File: config.mk
export PLATFORM = sky130hd
export DESIGN_NAME = prog_loader
export DESIGN_NICKNAME = d
export VERILOG_FILES = /design/src/rtl/prog_loader_pkg.sv /design/src/rtl/prog_loader_byte_checksum.sv /design/src/rtl/prog_loader.sv
export SDC_FILE = /design/constraint.sdc
export NUM_CORES = 1
export LEC_CHECK = 0
export ABC_CLOCK_PERIOD_IN_PS = 3700
export CAP_MARGIN = 20
export CORE_MARGIN = 3
export CORE_UTILIZATION = 32
export CTS_CLUSTER_DIAMETER = 150
export DETAILED_ROUTE_END_ITERATION = 7
export GPL_TIMING_DRIVEN = 1
export PLACE_DENSITY_LB_ADDON = 0.08
export REMOVE_ABC_BUFFERS = 1
export SLEW_MARGIN = 40
export SYNTH_ARGS = -nofsm -noshare
export SYNTH_HDL_FRONTEND = slang
export SYNTH_HIERARCHICAL = 1
export SYNTH_SLANG_ARGS = --single-unit
File: constraint.sdc
create_clock -name clk -period 3.7 [get_ports clk]
set_input_delay 0.555 -clock clk [delete_from_list [all_inputs] [get_ports clk]]
set_output_delay 0.555 -clock clk [all_outputs]
set_load 0.02 [all_outputs]
File: src/rtl/prog_loader_pkg.sv
// Shared sizes and state encoding for the program loader and its RAM port.
package prog_loader_pkg;

  localparam int unsigned MemAddrW = 5;
  localparam int unsigned MemDataW = 8;
  localparam int unsigned MemDepth = 2 ** MemAddrW;

  typedef enum logic [2:0] {
    StIdle   = 3'd0,
    StLoad   = 3'd1,
    StVerify = 3'd2,
    StDone   = 3'd3,
    StError  = 3'd4
  } ldr_state_e;

endpackage

File: src/rtl/prog_loader_byte_checksum.sv
// Running mod-2^DATA_W sum of accepted bytes; clr wins over en.
module prog_loader_byte_checksum #(
  parameter int unsigned DATA_W = 8
) (
  input  logic              clk,
  input  logic              rst,
  input  logic              clr,
  input  logic              en,
  input  logic [DATA_W-1:0] data,
  output logic [DATA_W-1:0] sum
);

  logic [DATA_W-1:0] sum_q, sum_d;

  always_comb begin
    sum_d = sum_q;
    if (clr) begin
      sum_d = '0;
    end else if (en) begin
      sum_d = sum_q + data;
    end
  end

  always_ff @(posedge clk) begin
    if (rst) begin
      sum_q <= '0;
    end else begin
      sum_q <= sum_d;
    end
  end

  assign sum = sum_q;

endmodule

File: src/rtl/prog_loader.sv
// Streams a program image into the program RAM, reads it back and compares checksums.
module prog_loader
  import prog_loader_pkg::*;
#(
  parameter int unsigned ADDR_W = MemAddrW,
  parameter int unsigned DATA_W = MemDataW
) (
  input  logic              clk,
  input  logic              rst,
  input  logic              start,
  input  logic [ADDR_W:0]   len,
  input  logic              in_valid,
  input  logic [DATA_W-1:0] in_data,
  output logic              in_ready,
  output logic              ram_read_en,
  output logic              ram_write_en,
  output logic [ADDR_W-1:0] ram_address,
  output logic [DATA_W-1:0] ram_write_data,
  input  logic [DATA_W-1:0] ram_read_data,
  output logic              cpu_halt,
  output logic              busy,
  output logic              done,
  output logic              error,
  output logic [DATA_W-1:0] checksum
);

  localparam int unsigned LenW = ADDR_W + 1;

  ldr_state_e        state_q, state_d;
  logic [ADDR_W-1:0] addr_q, addr_d;
  logic [LenW-1:0]   len_q, len_d;
  logic              sum_clr, wsum_en, rsum_en;
  logic [DATA_W-1:0] wsum, rsum, rsum_final;
  logic              last;

  assign last       = ({1'b0, addr_q} == (len_q - LenW'(1)));
  assign rsum_final = rsum + ram_read_data;

  always_comb begin
    state_d        = state_q;
    addr_d         = addr_q;
    len_d          = len_q;
    sum_clr        = 1'b0;
    wsum_en        = 1'b0;
    rsum_en        = 1'b0;
    in_ready       = 1'b0;
    ram_read_en    = 1'b0;
    ram_write_en   = 1'b0;
    ram_address    = '0;
    ram_write_data = '0;
    busy           = 1'b0;

    unique case (state_q)
      StIdle, StDone, StError: begin
        if (start) begin
          // Oversized requests are clamped so addr never has to wrap.
          len_d   = (32'(len) > MemDepth) ? LenW'(MemDepth) : len;
          addr_d  = '0;
          sum_clr = 1'b1;
          state_d = (len == '0) ? StDone : StLoad;
        end
      end
      StLoad: begin
        busy           = 1'b1;
        in_ready       = 1'b1;
        ram_write_en   = in_valid;
        ram_address    = addr_q;
        ram_write_data = in_data;
        if (in_valid) begin
          wsum_en = 1'b1;
          if (last) begin
            addr_d  = '0;
            state_d = StVerify;
          end else begin
            addr_d = addr_q + ADDR_W'(1);
          end
        end
      end
      StVerify: begin
        busy        = 1'b1;
        ram_read_en = 1'b1;
        ram_address = addr_q;
        rsum_en     = 1'b1;
        if (last) begin
          state_d = (rsum_final == wsum) ? StDone : StError;
        end else begin
          addr_d = addr_q + ADDR_W'(1);
        end
      end
      default: state_d = StIdle;
    endcase
  end

  always_ff @(posedge clk) begin
    if (rst) begin
      state_q <= StIdle;
      addr_q  <= '0;
      len_q   <= '0;
    end else begin
      state_q <= state_d;
      addr_q  <= addr_d;
      len_q   <= len_d;
    end
  end

  prog_loader_byte_checksum #(
    .DATA_W (DATA_W)
  ) u_wsum (
    .clk  (clk),
    .rst  (rst),
    .clr  (sum_clr),
    .en   (wsum_en),
    .data (in_data),
    .sum  (wsum)
  );

  prog_loader_byte_checksum #(
    .DATA_W (DATA_W)
  ) u_rsum (
    .clk  (clk),
    .rst  (rst),
    .clr  (sum_clr),
    .en   (rsum_en),
    .data (ram_read_data),
    .sum  (rsum)
  );

  assign cpu_halt = busy;
  assign done     = (state_q == StDone);
  assign error    = (state_q == StError);
  assign checksum = wsum;

endmodule

* After elaboration in Yosys (flattened, before gate mapping)
Cells that the tools add are included.
Cells by class: reduce and logical (&&, ||, !) cells 9, muxes and demuxes 23, equality and inequality tests 11, add/sub/neg operators 4, $lt $le $gt $ge 1
Operators with widths (count):
- two-way mux 5 bit | 5
- adder 8 bit | 2
- two-way mux 3 bit | 5
- case mux 5 bit (3 select lines) | 1
- != test 2 bit, second input constant | 5
- case mux 3 bit (3 select lines) | 1
- equality test 8 bit | 1
- two-way mux 1 bit | 8
- two-way mux 8 bit | 1
- AND reduction 4 bit | 2
- equality test 3 x 2 -> 1 bit, second input constant | 2
- equality test 5 x 6 -> 1 bit | 1
- greater-than comparator 6 bit, second input constant | 1
- logical NOT 6 bit | 1
- two-way mux 6 bit | 1
- subtractor 6 x 1 -> 6 bit, second input constant | 1
- adder 5 x 1 -> 5 bit, second input constant | 1
- OR reduction 2 bit | 2
- equality test 3 x 1 -> 1 bit, second input constant | 1
- equality test 3 bit, second input constant | 1
- logical NOT 3 bit | 1
- nonzero test 3 bit | 1
- OR reduction 3 bit | 1
- two-way mux 2 bit | 1
- AND reduction 2 bit | 1
Storage, ports and cells: output and inout port bits 28, bits of input ports 26, register bits after elaboration 30

* Longest topological paths before layout
Gate-level depths: netlist of run 1.
depth in word-level cells 5, depth in mapped cells 10, depth with buffers taken out 8

* By module
The synthesis of run 1 kept the hierarchy.
Modules (own cells, without submodules):
- prog_loader | area an instance 1443.9 um2, cells each 182, sequential area each 280.3 um2, times used 1
- prog_loader_byte_checksum | area an instance 590.6 um2, cells each 69, sequential area each 160.2 um2, times used 2

* Least setup slack after synthesis of run 1
OpenSTA, ideal clock, no wires.
path type input-to-reg, start input port ram_read_data[0], end register state_q[1], path buffers 0, cell stages on the path 8, data required time 3.614 ns, setup time 0.086 ns, data arrival time 2.712 ns, path slack 0.902 ns, cells stage by stage ha_1 > fa_1 > a211oi_1 > o211ai_1 > a21boi_0 > a2111oi_0 > nand4_1 > a221oi_2
Between the ends: longest elaborated chain between the ends 5
RTL lines:
- start, declared | line prog_loader.sv:19 | input logic [DATA_W-1:0] ram_read_data,
- adder 8 bit | line prog_loader.sv:37 | assign rsum_final = rsum + ram_read_data;
- equality test 8 bit | line prog_loader.sv:85 | state_d = (rsum_final == wsum) ? StDone : StError;
- two-way mux 3 bit | line prog_loader.sv:85
- two-way mux 3 bit | line prog_loader.sv:84 | if (last) begin
- case mux 3 bit (3 select lines) | line prog_loader.sv:53 | unique case (state_q)
- end signal, assigned | line prog_loader.sv:96 | state_q <= StIdle;
- end signal, assigned | line prog_loader.sv:100 | state_q <= state_d;
- end, declared | line prog_loader.sv:29 | ldr_state_e state_q, state_d;
Every way passes these cells. The select of a mux whose other input is x is not followed. A chain may end at the register's enable or synchronous reset.

* Final worst setup path of run 1
Ends and elaborated chain as after synthesis.

==> results.json, run 1 <==
{
  "status": "complete, no violations",
  "p_comb_frac": 0.504,
  "die_y_um": 96.6,
  "placementRows": 32,
  "critical_path_class": "in -> reg",
  "fin_tns_setup_ns": 0,
  "peakVddDrop_mv": 0.222,
  "cts.clk_slew.worst_paths_ns": 0.07,
  "synth.area.top_cells": "dfxtp_1, ha_1, xnor2_1",
  "p_sw_mw": 0.599,
  "postCtsResizedCells": 0,
  "synth_ff_type": "dfxtp_1",
  "synth_cell_type_count": 57,
  "synth_cells": 320,
  "fin_skew_ns": 0.00764,
  "holdCritPathClass": "reg -> reg",
  "grt_usage": 0.145,
  "hpwl_um": 5100,
  "synth_area_um2": 2630,
  "pin_count": 54,
  "nets": 429,
  "cpPeakStageDelay_ns": 0.43,
  "critPathLaunchType": "input port",
  "gr-total-overflow": 0,
  "internal_power_mw": 0.932,
  "synth_warnings": 6,
  "routed_via_density": 4.95,
  "ys_ff_latch": 30,
  "rsz0062_at_grt": "no",
  "period_minus_slack_ns": 3.00,
  "fin_crit_sh": 0.812,
  "total_power_mw": 1.53,
  "async_flop_share": 0,
  "antenna_cells": 0,
  "synth_edf_count": 0,
  "crit_path_cell_trace": "clkdlybuf4s50_1 -> ha_1 -> fa_1 -> a211oi_1 -> o211ai_1 -> a21boi_0 -> a2111oi_0 -> buf_4 -> nand4_1 -> a221oi_2",
  "grt_pass1_wl_um": 10600,
  "postCtsHoldBufs": 0,
  "drv_slew": 0,
  "synth.most_common_cell": "nor2_1",
  "gp_congestion": 0.792,
  "power_frac_clock": 0.224,
  "grt_max_degree": 20,
  "clkLatencyLatePin_ns": 0.29,
  "detail_route.iter0.violations": 50,
  "hold_violations": 0,
  "arrival_ns": 3.20,
  "routedWlPerCell_um": 13.4,
  "grt.met1_usage": 0.179,
  "drt_first_pass_iters": 4,
  "critPathRequiredTime_ns": 3.90,
  "endpoint_kind": "flop",
  "final.setup.worst_slack_ns": 0.696,
  "dieWidth_um": 96.6,
  "antenna_found_initial": 0,
  "cts_max_level": 2,
  "numCtsBuffers": 5,
  "area_growth_syn_to_layout_pct": 29.4,
  "clockBufferDepth": 2,
  "cp_top_family": "compound AO/OA/AOI/OAI gates",
  "synth_top_area_share": 0.229,
  "synth_common_cells": "nor2_1, dfxtp_1, ha_1",
  "cellLeakagePower_nw": 1.31,
  "dieArea_um2": 9330,
  "cts_tree": "yes",
  "drt_wl_total_um": 6400,
  "grt-busiest-layer": "met2",
  "port_buffers": 53,
  "path_max_fanout": 3,
  "core_area_um2": 7850,
  "placed_cells": 472,
  "drc": 0,
  "path_buf_inv": 2,
  "yosysTopAreaCell": "dfxtp_1",
  "synth_area_per_cell_um2": 8.20,
  "grt_util_met2": 0.255,
  "power_frac_seq": 0.272,
  "initial_utilization": 0.335,
  "max_freq_mhz": 333,
  "clock_sinks": 30,
  "tightest_slew_ns": 0.684,
  "vias": 2373,
  "grt_pass1_vias": 2269,
  "drive_above_1_share": 0.0663,
  "maxCapViolations": 0,
  "post-route-util": 0.433,
  "use_met3": 0.0318,
  "post_cts_buffers": 0,
  "ant_nets": 0,
  "fin_cells": 479,
  "pre_cts_ws_ns": 0.399,
  "slew_headroom": 0.542,
  "cts_root_buf": "clkbuf_8",
  "switching_share": 0.391,
  "synth_seq_area_share": 0.229,
  "cpMaxStageDelayCell": "clkdlybuf4s50_1",
  "finalSetupViolCount": 0,
  "p_per_area_nw_per_um2": 451
}
registers in the layout (all words and copies together), names as in the netlist:
name / count
len_q: 6
u_rsum/sum: 8
u_wsum/sum: 8
state_q: 3
addr_q: 5
cells in the final DEF (no fill, tap or decap), types with 7 or more instances in the layout:
cell type / Yosys / final
xor2_1: 9 / 9
dfxtp_1: 30 / 30
xnor2_1: 20 / 20
a21oi_1: 17 / 17
or3_1: 7 / 7
mux2i_1: 9 / 9
nand2_1: 19 / 19
inv_1: 20 / 20
and2_1: 15 / 15
ha_1: 23 / 23
o21ai_0: 9 / 9
clkdlybuf4s50_1: 0 / 53
nor3b_1: 14 / 14
nor2_1: 32 / 32
logic make-up after synthesis:
| family | after synthesis | synth area share |
|---|---|---|
| xor+xnor | 29 | 0.0968 |
| flops | 30 | 0.229 |
| buf+inv | 27 | 0.0400 |
| simple gates | 121 | 0.258 |
| compound gates | 78 | 0.209 |
| fa+ha+maj | 26 | 0.133 |
| mux | 9 | 0.0343 |
power by group through the flow:
stage | Clock (mW) | Sequential [mW] | Combinational, mW
3_3_place_gp | 0 | 0.424 | 0.778
2_1_floorplan | 0 | 0.417 | 0.532
3_5_place_dp | 0 | 0.424 | 0.778
6_report | 0.343 | 0.416 | 0.772
5_1_grt | 0.367 | 0.425 | 0.859
4_1_cts | 0.352 | 0.417 | 0.782
routing by layer:
layer | share of wire | vias to the layer above
met4 | 0.0095 | 0
met1 | 0.46 | 1064
met3 | 0.048 | 7
met5 | 0 | -
met2 | 0.48 | 41
li1 | - | 1261
metrics by stage:
step | area [um^2] | hold slack, ns
after detailed placement | 3280 | 0.478
after CTS | 3400 | 0.488
final | 3400 | 0.490
after global routing | 3400 | 0.526
after floorplan | 2590 | 0.456
after global placement | 3280 | 0.469
worst paths after layout:
path,startpoint,endpoint,slack (ns),cells past startpoint
hold / removal,u_rsum/sum[7],u_rsum/sum[7],0.49,2
setup reg to reg,u_rsum/sum[0],state_q[1],1.10,9
hold reg to reg,u_rsum/sum[7],u_rsum/sum[7],0.49,2
setup / recovery,ram_read_data[0],state_q[1],0.70,10
tightest hold or removal path: cells and delay by family (launching register included):
family | cells | cell delay (ns)
flops | 1 | 0.33
mux | 1 | 0.06
simple gates | 1 | 0.06
final cells by class:
| cell class | instances | area [um^2] |
|---|---|---|
| Fill cell | 824 | 4450 |
| Timing Repair Buffer | 57 | 561 |
| Inverter | 20 | 75.1 |
| Clock inverter | 1 | 30.0 |
| Clock buffer | 6 | 82.6 |
| Sequential cell | 30 | 601 |
| Tap cell | 102 | 128 |
| Multi-Input combinational cell | 263 | 1920 |
Power figures use the tool's default switching activity.
==> run 2: changes to the inputs <==
- ABC_CLOCK_PERIOD_IN_PS: 3700 -> 3100
- clock period: 3.7 -> 3.1 ns (I/O delays scaled with it)
==> results.json, run 2 (synthesis gave the netlist of run 1 again) <==
{
  "status": "complete, no violations",
  "drt_first_pass_iters": 4,
  "grt_max_degree": 20,
  "reg2regPathDepth": 8,
  "slew_headroom": 0.624,
  "hold_depth": 2,
  "path_max_fanout": 3,
  "period_minus_slack_ns": 2.78,
  "tightest_slew_ns": 0.560,
  "cellLeakagePower_nw": 1.33,
  "postCtsResizedCells": 0,
  "antenna_found_initial": 0,
  "die_y_um": 96.6,
  "multi_input_comb_area_um2": 1930,
  "area_growth_syn_to_layout_pct": 30.8,
  "p_per_area_nw_per_um2": 520,
  "max_freq_mhz": 360,
  "port_buffers": 53,
  "cts.clk_slew.worst_paths_ns": 0.07,
  "maxCapViolations": 0,
  "drv_slew": 0,
  "grt_pass1_wl_um": 11000,
  "grt_usage": 0.151,
  "post_cts_buffers": 0,
  "cts_root_buf": "clkbuf_8",
  "cts_max_level": 2,
  "critPathRequiredTime_ns": 3.30,
  "hold_violations": 0,
  "dieArea_um2": 9330,
  "drive_above_1_share": 0.0885,
  "total_power_mw": 1.79,
  "ff_latch_area_um2": 601,
  "dieWidth_um": 96.6,
  "drt_wl_total_um": 6450,
  "antenna_cells": 0,
  "layout_common_cells": "clkdlybuf4s50_1, nor2_1, dfxtp_1",
  "ant_nets": 0,
  "critPathLaunchType": "input port",
  "routed_via_density": 4.99,
  "drc": 0,
  "initial_utilization": 0.335,
  "pin_count": 54,
  "postCtsHoldBufs": 0,
  "nFillCells": 832,
  "endpoint_kind": "flop",
  "critical_path_class": "in -> reg",
  "finalSetupViolCount": 0,
  "layout_commonest_cell": "clkdlybuf4s50_1",
  "holdCritPathClass": "reg -> reg",
  "grt_pass1_vias": 2388,
  "detail_route.iter0.violations": 66,
  "gp_congestion": 0.815,
  "peakVddDrop_mv": 0.230,
  "hpwl_um": 5230,
  "cts_tree": "yes",
  "core_area_um2": 7850,
  "numCtsBuffers": 5,
  "gr-total-overflow": 0,
  "fin_skew_ns": 0.00945,
  "rsz0062_at_grt": "no",
  "arrival_ns": 2.97,
  "nets": 435,
  "routedWlPerCell_um": 13.3,
  "fin_tns_setup_ns": 0,
  "cpPeakStageDelay_ns": 0.42,
  "clock_sinks": 30,
  "vias": 2425,
  "placementRows": 32,
  "cpMaxStageDelayCell": "clkdlybuf4s50_1",
  "clkLatencyLatePin_ns": 0.29,
  "clockBufferDepth": 2,
  "fin_crit_sh": 0.896,
  "crit_path_cell_trace": "clkdlybuf4s50_1 -> ha_1 -> fa_1 -> a211oi_2 -> o211ai_1 -> a21boi_0 -> a2111oi_2 -> buf_4 -> a31oi_1 -> nor4bb_1"
}
run 2: per-stage QoR:
step                 util  hold WS, ns  instance area [um^2]  setup WS (ns)  instances
global placement    0.424        0.468                  3330         -0.111        478
global route        0.438        0.545                  3430         0.0702        486
CTS                 0.436        0.494                  3420          0.132        486
floorplan               -        0.456                  2590          0.389        313
detailed placement  0.424        0.482                  3330         -0.180        478
finish              0.438        0.485                  3430          0.324        486
run 2: final cells by class:
cell class	count	area share
multi-input combinational	263	0.562
timing repair buffer	63	0.176
sequential	30	0.175
tap	102	0.0372
clock buffer	6	0.0240
inverter	20	0.0219
clock inverter	2	0.00364
run 2: path summary, 6_finish.rpt:
check | slack (ns) | endpoint | from
worst max-delay path | 0.32 | state_q[0] | ram_read_data[0]
worst min-delay path | 0.49 | u_rsum/sum[7] | u_rsum/sum[7]
worst max register to register | 0.61 | state_q[1] | len_q[0]
worst min register to register | 0.49 | u_rsum/sum[7] | u_rsum/sum[7]
run 2: report_power, final:
part | internal, mW | switching [mW] | total [mW] | leakage, nW
Clock | 0.178 | 0.159 | 0.337 | 0.0472
Sequential | 0.434 | 0.0635 | 0.497 | 0.243
Combinational | 0.441 | 0.511 | 0.951 | 1.04
Total | 1.05 | 0.733 | 1.79 | 1.33
run 2: metal layers:
metal  GRT usage  vias up  part of all wire  wire [um]
met3      0.0318        6             0.040        257
li1            -     1279                 -          -
met1       0.190     1093              0.47       3030
met4      0.0386        0             0.011         72
met2       0.261       47              0.48       3090
met5           0        -                 0          0
run 2: critical path: cells and delay by family:
kind | cells | cell delay, ns
fa+ha+maj | 2 | 0.66
buf+inv | 2 | 0.59
compound gates | 5 | 1.00
simple gates | 1 | 0.27
==> run 3: changes to the inputs <==
- SLEW_MARGIN: 40 -> 20
==> results of run 3 <==
No change in the layout: final DEF, timing and power equal those of run 2.
